### src/rtl/mem_arbiter_n.sv
// N-port line arbiter in front of one L2 port; `ARB_RR_EN selects round-robin, else fixed priority (port 0 highest).
// Grant one cycle after a request is seen in IDLE; one transaction in flight, later req_* changes ignored until mem_resp.
module mem_arbiter_n #(
    parameter int NPORT  = 2,
    parameter int ADDR_W = 32,
    parameter int LINE_W = 256
) (
    input  logic                      clk,
    input  logic                      rst,
    input  logic [NPORT-1:0]          req_read,
    input  logic [NPORT-1:0]          req_write,
    input  logic [NPORT*ADDR_W-1:0]   req_addr,
    input  logic [NPORT*LINE_W-1:0]   req_wdata,
    output logic [NPORT-1:0]          req_resp,
    output logic [LINE_W-1:0]         req_rdata,
    output logic                      mem_read,
    output logic                      mem_write,
    output logic [ADDR_W-1:0]         mem_addr,
    output logic [LINE_W-1:0]         mem_wdata,
    input  logic                      mem_resp,
    input  logic [LINE_W-1:0]         mem_rdata,
    output logic [NPORT-1:0]          grant,
    output logic                      busy
);

    typedef enum logic {IDLE, BUSY} state_t;

    state_t              state_q, state_d;
    logic [NPORT-1:0]    grant_q, grant_d;
    logic [ADDR_W-1:0]   addr_q, addr_d;
    logic [LINE_W-1:0]   wdata_q, wdata_d;
    logic                rd_q, rd_d;
    logic                wr_q, wr_d;

    logic [NPORT-1:0]    req_any;
    logic                win_vld;
    logic [NPORT-1:0]    win_oh;
    int                  win_sel;

    assign req_any = req_read | req_write;

`ifdef ARB_RR_EN
    localparam int PW = (NPORT > 1) ? $clog2(NPORT) : 1;

    logic [PW-1:0] ptr_q, ptr_d;
    logic [PW-1:0] gnt_idx;
    int            scan;

    // Scan starts at ptr and wraps, so the last winner drops to lowest priority.
    always_comb begin
        win_vld = 1'b0;
        win_oh  = '0;
        win_sel = 0;
        scan    = 0;
        for (int i = 0; i < NPORT; i++) begin
            scan = (int'(ptr_q) + i) % NPORT;
            if (!win_vld && req_any[scan]) begin
                win_vld       = 1'b1;
                win_sel       = scan;
                win_oh[scan]  = 1'b1;
            end
        end
    end

    always_comb begin
        gnt_idx = '0;
        for (int i = 0; i < NPORT; i++) begin
            if (grant_q[i]) gnt_idx = PW'(i);
        end
    end
`else
    always_comb begin
        win_vld = 1'b0;
        win_oh  = '0;
        win_sel = 0;
        for (int i = 0; i < NPORT; i++) begin
            if (!win_vld && req_any[i]) begin
                win_vld    = 1'b1;
                win_sel    = i;
                win_oh[i]  = 1'b1;
            end
        end
    end
`endif

    always_comb begin
        state_d = state_q;
        grant_d = grant_q;
        addr_d  = addr_q;
        wdata_d = wdata_q;
        rd_d    = rd_q;
        wr_d    = wr_q;
`ifdef ARB_RR_EN
        ptr_d   = ptr_q;
`endif
        case (state_q)
            IDLE: begin
                if (win_vld) begin
                    state_d = BUSY;
                    grant_d = win_oh;
                    addr_d  = req_addr[win_sel*ADDR_W +: ADDR_W];
                    wdata_d = req_wdata[win_sel*LINE_W +: LINE_W];
                    // A simultaneous read+write is treated as a write.
                    wr_d    = req_write[win_sel];
                    rd_d    = req_read[win_sel] & ~req_write[win_sel];
                end
            end
            BUSY: begin
                if (mem_resp) begin
                    state_d = IDLE;
                    grant_d = '0;
                    addr_d  = '0;
                    wdata_d = '0;
                    rd_d    = 1'b0;
                    wr_d    = 1'b0;
`ifdef ARB_RR_EN
                    ptr_d   = (gnt_idx == PW'(NPORT-1)) ? '0 : gnt_idx + 1'b1;
`endif
                end
            end
            default: state_d = IDLE;
        endcase
    end

    always_ff @(posedge clk or posedge rst) begin
        if (rst) begin
            state_q <= IDLE;
            grant_q <= '0;
            addr_q  <= '0;
            wdata_q <= '0;
            rd_q    <= 1'b0;
            wr_q    <= 1'b0;
`ifdef ARB_RR_EN
            ptr_q   <= '0;
`endif
        end else begin
            state_q <= state_d;
            grant_q <= grant_d;
            addr_q  <= addr_d;
            wdata_q <= wdata_d;
            rd_q    <= rd_d;
            wr_q    <= wr_d;
`ifdef ARB_RR_EN
            ptr_q   <= ptr_d;
`endif
        end
    end

    assign busy      = (state_q == BUSY);
    assign grant     = grant_q;
    assign mem_read  = rd_q;
    assign mem_write = wr_q;
    assign mem_addr  = addr_q;
    assign mem_wdata = wdata_q;
    assign req_rdata = mem_rdata;
    assign req_resp  = (busy && mem_resp) ? grant_q : '0;

endmodule

### config.mk
export PLATFORM = sky130hd
export DESIGN_NAME = mem_arbiter_n
export DESIGN_NICKNAME = d
export VERILOG_FILES = /design/src/rtl/mem_arbiter_n.sv
export SDC_FILE = /design/constraint.sdc
export NUM_CORES = 1
export LEC_CHECK = 0
export CAP_MARGIN = 20
export CORE_AREA = 4 4 534 536
export DETAILED_ROUTE_END_ITERATION = 6
export DIE_AREA = 0 0 538 540
export GPL_TIMING_DRIVEN = 0
export PLACE_DENSITY = 0.3
export REMOVE_ABC_BUFFERS = 1
export SETUP_SLACK_MARGIN = 0.1
export SLEW_MARGIN = 20
export SYNTH_ARGS = -nofsm -noshare
export SYNTH_HDL_FRONTEND = slang
export SYNTH_SLANG_ARGS = --single-unit
### constraint.sdc
create_clock -name clk -period 15.6 [get_ports clk]
set_input_delay 1.56 -clock clk [delete_from_list [all_inputs] [get_ports clk]]
set_output_delay 1.56 -clock clk [all_outputs]
set_load 0.02 [all_outputs]
After elaboration in Yosys (flattened, before gate mapping)
Index checks and enable logic that the tools add are counted.
{"block": "totals", "regBits": 293, "latchBits": 0, "mem_bits_rw": 0, "mem_bits_ro": 0, "inputBits": 839, "output_inout_bits": 551, "elab_cells": 47, "n_memories": 0}
{"block": "classes", "add_sub_neg": 0, "multipliers": 0, "n_div": 0, "magnitude_cmp": 1, "eq_ne": 2, "shift": 2, "n_mux": 28, "bitwise_logic": 4, "reduce_logical": 4}
{"cell": "256-bit two-way mux", "count": 2}
{"cell": "256-bit case mux with 2 select lines", "count": 1}
{"cell": "512-bit by 32-bit variable part select with 256-bit output", "count": 1}
{"cell": "32-bit two-way mux", "count": 2}
{"cell": "32-bit case mux with 2 select lines", "count": 1}
{"cell": "64-bit by 32-bit variable part select with 32-bit output", "count": 1}
{"cell": "32-bit by 3-bit less-than comparator with 1-bit output, second input constant", "count": 1}
{"cell": "1-bit two-way mux", "count": 15}
{"cell": "2-bit two-way mux", "count": 3}
{"cell": "1-bit case mux with 2 select lines", "count": 3}
{"cell": "2-bit != test, second input constant", "count": 2}
{"cell": "2-bit case mux with 2 select lines", "count": 1}
{"cell": "1-bit logical AND", "count": 2}
{"cell": "1-bit NOT", "count": 2}
{"cell": "2-bit bitwise OR", "count": 1}
{"cell": "2-bit AND reduction", "count": 1}
{"cell": "1-bit bitwise AND", "count": 1}
{"cell": "1-bit zero test", "count": 1}

Logic depth before layout (Yosys ltp)
Gate-level depths: netlist (run 1).
{"block": "logic_depth", "word_depth": 12, "ltp_mapped": 7, "mapped_depth_nobuf": 3}

Worst setup path before layout (run 1)
OpenSTA, ideal clock, no wires.
{"block": "synth_path", "path_type": "input to output", "startpoint": "input mem_resp", "endpoint": "output req_resp[0]", "t_arrival_ns": 1.806, "required_time_ns": 14.040, "slack_ns": 12.234, "path_stages": 1, "n_path_buf": 0, "cell_sequence": "and3_1"}
{"block": "synth_via", "elab_chain_len": 2}
{"item": "start, declared", "line_no": "20", "source": "input logic mem_resp,"}
{"item": "1-bit logical AND", "line_no": "156", "source": "assign req_resp = (busy && mem_resp) ? grant_q : '0;"}
{"item": "2-bit two-way mux", "line_no": "156"}
{"item": "end, declared", "line_no": "14", "source": "output logic [NPORT-1:0] req_resp,"}
No other way between the ends.

Worst setup path after layout (run 1)
{"block": "layout_path", "startpoint": "input mem_resp", "endpoint": "output req_resp[1]"}
The elaborated chain is that of the path after synthesis.

==> impl_metrics.yaml, run 1 <==
worst_setup_path:
  r2r-start: "busy"
  crit_end: "req_resp[1]"
  reg2reg_setup_slack_ns: 12.78
  cp-end-kind: "primary output"
  cp_data_required_time_ns: 14.04
  start_kind: "input pin"
  worstRegToRegCells: 6
  crit_arrival_ns: 3.01
  crit_start: "mem_resp"
  reg2reg_to: "mem_wdata[75]"
  crit_type: "input pin to primary output"
  cp_max_fo: 5
finish:
  fin_nets: 2711
  fillCellCount: 32230
  syn2layout_area_growth_pct: 91.56
  final_layout_size_suffix_gt1_share_pct: 6.663
synth:
  syn_inst: 1278
  ys_seq_area_share_pct: 49.64
  synth_compound_area_share_pct: 19.91
  ys_types: 23
  ys_ff_latch: 293
  synth_edf_count: 0
  yosys.area_share.simple_pct: 12.81
  synthAdderAreaFrac_pct: 0
  synth_flop_cell: "dfrtp_1"
  synth_area_um2: 14770
  synthMuxAreaShare_pct: 0
  async_flop_share_pct: 100.0
  synth_top_family_by_area: "compound AO/OA/AOI/OAI gates"
  synth_area_per_cell_um2: 11.56
  synthXorXnorAreaFrac_pct: 0
  ys_warn_count: 0
die:
  fp.dieW_um: 538
  boundaryPins: 1390
  dieArea_um2: 290500
  row_count: 195
  initial_core_util_pct: 5.260
  core_um2: 280800
  die_y_um: 540
sta:
  skew_ns: 0.04310
  fmax_mhz: 219.0
  tightest_slew_ns: 0.8270
  rsz0062_at_grt: "no"
  fin_crit_ns: 4.567
  max_slew_margin_pct: 44.69
  hold_viol: 0
  report.final.slew_viol_count: 0
  layout_setup_ws_ns: 11.03
  setup_viol: 0
  layout_worst_path_cycle_share_pct: 29.28
power:
  p_seq_share_pct: 32.1
  internal_power_uw: 1863
  irDropWorstVdd_mv: 0.07723
  total_power_uw: 2804
  p_comb_share_pct: 27.3
  sw_frac_of_total_pct: 33.58
  power_density_nw_per_um2: 99.10
  clockPowerShare_pct: 40.6
  p_sw_uw: 941.7
  cellLeakagePower_uw: 0.01115
routing:
  viasPerCell: 2.816
  first_iter_violations: 1296
  firstDrtPassIters: 5
  ant_nets: 0
  drt_wl_total_um: 230900
  route.detailed.drc: 0
  wl_per_cell_um: 40.70
  vias: 15980
clocking:
  clock-root-buffer: "clkbuf_16"
  cts_tree: "built"
  clock_latency_ns: 0.69
  cts_buffers: 49
  clk_pin_slew_ns: 0.06
  clock_path_buffers: 3
  htree_levels: 2
  cts_hold_buf: 0
  post_cts_buffers: 0
  cts_resized: 0
  cts_num_sinks: 293
status:
  status: "finished clean"
global_routing:
  grt_pass1_vias: 15790
  grt_overflow: 0
  grt_util_all_layers_pct: 15.23
  grt_pass1_wl_um: 268600
  antenna_found_initial: 98
  grt_max_degree: 75
place:
  portBuffers: 877
  pre_cts_ws_ns: 11.06
  routabilityCongestion: 0.7524
  dpl.hpwl_um: 192300
min_path:
  min_from: "mem_read"
  hold_class: "register to register"
run:
  drv_cap: 0
metrics by stage:
stage          utilization (%)  instances  hold WS (ns)  area [um^2]  TNS [ns]
3_3_place_gp             9.128       5514        0.4759        25630  -4138.95
5_1_grt                  10.06       5657        0.5208        28260         0
3_5_place_dp             9.503       5564        0.4836        26690         0
2_1_floorplan                -        894        0.6074        12170         0
6_report                 10.08       5673        0.5061        28300         0
4_1_cts                  10.05       5649        0.5114        28240         0
power by group through the flow:
stage / clock [uW] / sequential [uW] / combinational, uW
after floorplan: 0 / 1000 / 145
after global placement: 0 / 913 / 790
after detailed placement: 0 / 912 / 790
after CTS: 1220 / 901 / 794
after global routing: 1230 / 911 / 806
final: 1140 / 900 / 766
layer usage:
layer | routed length (um) | up-vias | global-route usage, %
li1 | - | 5938 | -
met2 | 80530 | 1871 | 18.54
met5 | 4404 | - | 9.893
met4 | 4337 | 90 | 2.694
met3 | 50450 | 293 | 15.75
met1 | 91150 | 7785 | 17.43
sequential cells by signal, indices dropped and copies added (netlist names):
| signal | cells |
|---|---|
| mem_wdata | 256 |
| mem_addr | 32 |
| grant | 2 |
| busy | 1 |
| mem_read | 1 |
| mem_write | 1 |
worst max-delay path, cell delays in order:
cell and delay [ns]:
clkdlybuf4s50_1 0.63, and3_1 0.21, clkdlybuf4s50_1 0.60
layout by cell type, fill, tap and decap left out, types with 2 or more instances in the layout:
cell type,Yosys,routed
and3_1,291,291
clkdlybuf4s50_1,0,877
buf_8,0,19
clkinvlp_4,0,4
clkbuf_8,0,7
nor2_1,3,3
o21ai_0,5,5
bufinv_16,0,2
clkbuf_1,87,15
dfrtp_1,293,293
clkbuf_16,0,50
diode_2,0,24
a221o_1,288,288
buf_12,0,15
clkinv_2,0,4
buf_16,0,16
area by class of cell:
cell class | count | area [um^2] | share of cell area [%]
timing repair buffer | 927 | 9804 | 34.65
sequential | 293 | 7332 | 25.91
multi-input combinational | 599 | 4853 | 17.15
tap | 3743 | 4683 | 16.55
clock buffer | 72 | 1404 | 4.961
clock inverter | 13 | 143.9 | 0.5085
antenna | 24 | 60.06 | 0.2122
inverter | 2 | 15.01 | 0.05306
Yosys cell counts (all sizes together), types with 2 or more instances:
cell	count	share of area (%)
a221o	288	20
and3	291	12
buf	297	15
clkbuf	87	2.2
dfrtp	293	50
inv	2	0.051
nor2	4	0.12
nor2b	2	0.14
o21ai	5	0.17
worst min path at each step:
stage | to | slack, ns | depth (start not counted)
after floorplan | grant[0] | 0.61 | 2
after global placement | mem_read | 0.48 | 1
after detailed placement | mem_read | 0.48 | 1
after CTS | mem_read | 0.51 | 1
after global routing | mem_addr[24] | 0.52 | 1
final | mem_read | 0.51 | 1
cell families after synthesis:
kind of cell	after synthesis
buffers and inverters	386
and+or+nand+nor	302
AOI/OAI and AO/OA	297
DFF	293
No activity file was read; power rests on OpenSTA's default activity.
==> run 2: changes to the inputs <==
--- a/config.mk
+++ b/config.mk
@@ -6,9 +6,9 @@
 export NUM_CORES = 1
 export LEC_CHECK = 0
 export CAP_MARGIN = 20
-export CORE_AREA = 4 4 534 536
+export CORE_AREA = 4 4 535 537
 export DETAILED_ROUTE_END_ITERATION = 6
-export DIE_AREA = 0 0 538 540
+export DIE_AREA = 0 0 539 541
 export GPL_TIMING_DRIVEN = 0
 export PLACE_DENSITY = 0.3
 export REMOVE_ABC_BUFFERS = 1
==> constraint.sdc (replaced) <==
create_clock -name clk -period 4.61 [get_ports clk]
set_input_delay 0.461 -clock clk [delete_from_list [all_inputs] [get_ports clk]]
set_output_delay 0.461 -clock clk [all_outputs]
set_load 0.02 [all_outputs]
==> impl_metrics.yaml, run 2 (synthesis results as in run 1) <==
status:
  status: "finished clean"
power:
  internal_power_uw: 6337
  p_sw_uw: 3145
  irDropWorstVdd_mv: 0.2417
  cellLeakagePower_uw: 0.01116
  clockPowerShare_pct: 40.6
  power_density_nw_per_um2: 335.1
  sw_frac_of_total_pct: 33.17
  p_seq_share_pct: 32.2
  p_comb_share_pct: 27.2
worst_setup_path:
  crit_type: "register to register"
  start_kind: "register"
  cp_max_fo: 52
  crit_arrival_ns: 3.60
  cp_data_required_time_ns: 5.19
  cp-end-kind: "register"
die:
  fp.dieW_um: 539
  die_y_um: 541
  row_count: 195
  core_um2: 281600
  boundaryPins: 1390
  initial_core_util_pct: 5.246
  dieArea_um2: 291600
global_routing:
  use_met2_pct: 18.88
  grt_pass1_vias: 15650
  use_met3_pct: 16.86
  grt_pass1_wl_um: 274300
  grt_overflow: 0
  grt_max_degree: 77
  antenna_found_initial: 117
  grt_util_all_layers_pct: 15.46
  grt_busiest_layer: "met2"
  use_met1_pct: 17.08
place:
  dp_cells: 5562
  routabilityCongestion: 0.7966
  dpl.hpwl_um: 195200
  portBuffers: 877
  dpl_cell_area_um2: 26670
run:
  drv_cap: 0
clocking:
  clk_pin_slew_ns: 0.06
  clock-root-buffer: "clkbuf_16"
  cts_num_sinks: 293
  cts_hold_buf: 0
  cts_tree: "built"
  cts_buffers: 47
  post_cts_buffers: 0
  htree_levels: 2
  clock_path_buffers: 3
  clock_latency_ns: 0.69
  cts_resized: 0
routing:
  first_iter_violations: 1320
  route.detailed.drc: 0
  wl_per_cell_um: 41.42
  vias: 16050
  firstDrtPassIters: 5
  drt_wl_total_um: 234900
  viasPerCell: 2.831
  ant_nets: 0
sta:
  fmax_mhz: 331.8
  fin_crit_ns: 3.014
  layout_worst_path_cycle_share_pct: 65.37
  finalHoldWorstSlack_ns: 0.1884
  setup_tns_ns: 0
  skew_ns: 0.05542
  hold_viol: 0
  rsz0062_at_grt: "no"
  max_slew_margin_pct: 47.25
  setup_viol: 0
  tightest_slew_ns: 0.7888
  report.final.slew_viol_count: 0
finish:
  final_common_cell: "clkdlybuf4s50_1"
  final_area_um2: 28300
  fillCellCount: 32410
  fin_nets: 2707
  final_cells: 5671
  final_layout_size_suffix_gt1_share_pct: 6.723
  final_cell_mix: "877 x clkdlybuf4s50_1, 293 x dfrtp_1, 291 x and3_1"
  syn2layout_area_growth_pct: 91.56
  largest_register_ffs: 256
min_path:
  hold_class: "input pin to asynchronous set/reset pin"
[run 2: worst max-delay path: stages (launching register included)]
cell and delay, ns:
dfrtp_1 0.57, nor3_4 0.50, a21o_4 0.65, buf_16 0.29, buf_16 0.26, buf_16 0.27
a221o_1 0.20
[run 2: cell type report]
type | count | area [um^2] | share of cell area, %
sequential | 293 | 7332 | 25.91
clock buffer | 67 | 1343 | 4.745
timing repair buffer | 925 | 9787 | 34.59
antenna | 24 | 60.06 | 0.2122
clock inverter | 18 | 222.7 | 0.7871
multi-input combinational | 599 | 4853 | 17.15
tap | 3743 | 4683 | 16.55
inverter | 2 | 15.01 | 0.05306
[run 2: metal layers]
metal / share of wire (%) / vias up
li1: - / 5943
met1: 38 / 7726
met2: 35 / 1955
met3: 23 / 312
met4: 1.9 / 118
met5: 2.2 / -
[run 2: worst paths after layout]
kind                               from             end  slack [ns]  cells past startpoint
hold / removal                      rst  mem_wdata[175]        0.19                      2
hold reg to reg                mem_read        mem_read        0.50                      1
min in group clk           req_addr[19]    mem_addr[19]        0.38                      2
setup reg to reg                   busy  mem_wdata[142]        1.60                      6
setup / recovery                   busy  mem_wdata[142]        1.60                      6
max in group asynchronous           rst    mem_wdata[6]        3.10                      4
[run 2: power groups by stage]
stage | combinational, uW | clock [uW] | sequential (uW)
floorplan | 490 | 0 | 3390
global placement | 2660 | 0 | 3100
detailed placement | 2660 | 0 | 3090
CTS | 2670 | 4080 | 3060
global route | 2710 | 4110 | 3090
finish | 2580 | 3850 | 3050
[run 2: stage by stage]
| step | util [%] | setup WS [ns] | total power, uW |
|---|---|---|---|
| finish | 10.05 | 1.596 | 9482 |
| global route | 10.03 | 1.424 | 9905 |
| floorplan | - | -6.166 | 3885 |
| detailed placement | 9.473 | 1.061 | 5749 |
| CTS | 10.03 | 1.574 | 9809 |
| global placement | 9.104 | -22.62 | 5756 |
==> run 3: changes to the inputs <==
==> constraint.sdc (replaced) <==
create_clock -name clk -period 3 [get_ports clk]
set_input_delay 0.3 -clock clk [delete_from_list [all_inputs] [get_ports clk]]
set_output_delay 0.3 -clock clk [all_outputs]
set_load 0.02 [all_outputs]
==> impl_metrics.yaml, run 3 (synthesis results as in run 1) <==
die:
  fp.dieW_um: 539
  initial_core_util_pct: 5.246
  core_um2: 281600
  row_count: 195
  die_y_um: 541
  dieArea_um2: 291600
  boundaryPins: 1390
clocking:
  cts_buffers: 47
  cts_tree: "built"
  htree_levels: 2
  cts_resized: 0
  clock-root-buffer: "clkbuf_16"
  clock_path_buffers: 3
  clock_latency_ns: 0.69
  cts_num_sinks: 293
  clk_pin_slew_ns: 0.07
finish:
  final_common_cell: "clkdlybuf4s50_1"
  fin_nets: 2710
  final_util_pct: 10.07
  syn2layout_area_growth_pct: 91.94
  largest_register_ffs: 256
  final_cell_mix: "877 x clkdlybuf4s50_1, 293 x dfrtp_1, 291 x and3_1"
  final_layout_size_suffix_gt1_share_pct: 6.817
sta:
  skew_ns: 0.05421
  setup_tns_ns: 0
  setup_viol: 0
  rsz0062_at_grt: "no"
  tightest_slew_ns: 0.7887
  report.final.slew_viol_count: 0
  layout_worst_path_cycle_share_pct: 92.15
  layout_setup_ws_ns: 0.2354
  fin_crit_ns: 2.765
  fmax_mhz: 361.7
  max_slew_margin_pct: 47.25
  hold_viol: 0
power:
  internal_power_uw: 9740
  sw_frac_of_total_pct: 33.23
  p_sw_uw: 4848
  cellLeakagePower_uw: 0.01118
  power_density_nw_per_um2: 514.5
  p_comb_share_pct: 27.3
  irDropWorstVdd_mv: 0.3764
  clockPowerShare_pct: 40.6
  p_seq_share_pct: 32.2
  total_power_uw: 14590
routing:
  ant_nets: 0
  vias: 16090
  drt_wl_total_um: 235700
  route.detailed.drc: 0
  wl_met2_um: 82320
  wl_met1_um: 90040
  met3WireLength_um: 53960
  viasPerCell: 2.830
  firstDrtPassIters: 7
  top_layer: "met5"
  first_iter_violations: 1337
  wl_per_cell_um: 41.45
global_routing:
  grt_pass1_vias: 15680
  grt_util_all_layers_pct: 15.51
  grt_pass1_wl_um: 275200
  grt_max_degree: 77
  antenna_found_initial: 116
  grt_overflow: 0
worst_setup_path:
  r2r-start: "busy"
  crit_start: "busy"
  start_kind: "register"
  cp_max_fo: 43
  cp_data_required_time_ns: 3.59
  crit_type: "register to register"
  worstRegToRegCells: 6
  cp-end-kind: "register"
  reg2reg_to: "mem_wdata[142]"
  reg2reg_setup_slack_ns: 0.24
  crit_arrival_ns: 3.35
place:
  routabilityCongestion: 0.7966
  portBuffers: 877
  dpl.hpwl_um: 195200
  pre_cts_ws_ns: -0.3879
min_path:
  holdPathStages: 2
  worstHoldEndpoint: "mem_addr[19]"
  hold_class: "input pin to register"
  min_from: "req_addr[19]"
run:
  drv_cap: 0
status:
  status: "finished clean"
[run 3: power by group through the flow]
stage               sequential (uW)  combinational, uW  clock, uW
global placement               4760               4090          0
floorplan                      5220                754          0
CTS                            4700               4110       6280
global route                   4740               4170       6320
detailed placement             4750               4080          0
finish                         4690               3980       5920
[run 3: worst max path at each step]
stage,depth (start not counted),to
final,6,mem_wdata[142]
after global routing,6,mem_wdata[67]
after CTS,6,mem_wdata[17]
after detailed placement,7,mem_wdata[252]
after global placement,4,mem_wdata[112]
after floorplan,3,mem_addr[0]
[run 3: cell type report]
cell class	count	area, um^2
inverter	2	15.01
timing repair buffer	927	9804
clock inverter	18	222.7
multi-input combinational	600	4862
tap	3743	4683
fill	32400	253200
antenna	36	90.09
sequential	293	7332
clock buffer	67	1343
[run 3: repair_timing]
item	CTS	global route
buffers inserted	1	0
setup endpoints to repair	77	0
hold endpoints to repair	36	0
hold buffers	1	0
[run 3: routing by layer]
layer  track usage [%]  vias up
met5             10.27        -
met4             2.652      112
met3             16.99      303
met2             19.04     1986
met1             17.01     7727
li1                  -     5964
[run 3: metrics by stage]
stage	cell area (um^2)	instances	hold slack, ns
global placement	25630	5514	0.4765
global route	28280	5658	0.1679
floorplan	12170	894	0.4138
detailed placement	26670	5562	0.4969
finish	28350	5686	0.2226
CTS	28260	5650	0.1154
[run 3: critical path, cell delays in order (launching register included)]
cell and delay, ns:
dfrtp_1 0.68, nor2b_4 0.39, a21o_4 0.43, buf_16 0.28, buf_16 0.26, buf_16 0.27, a221o_1 0.20
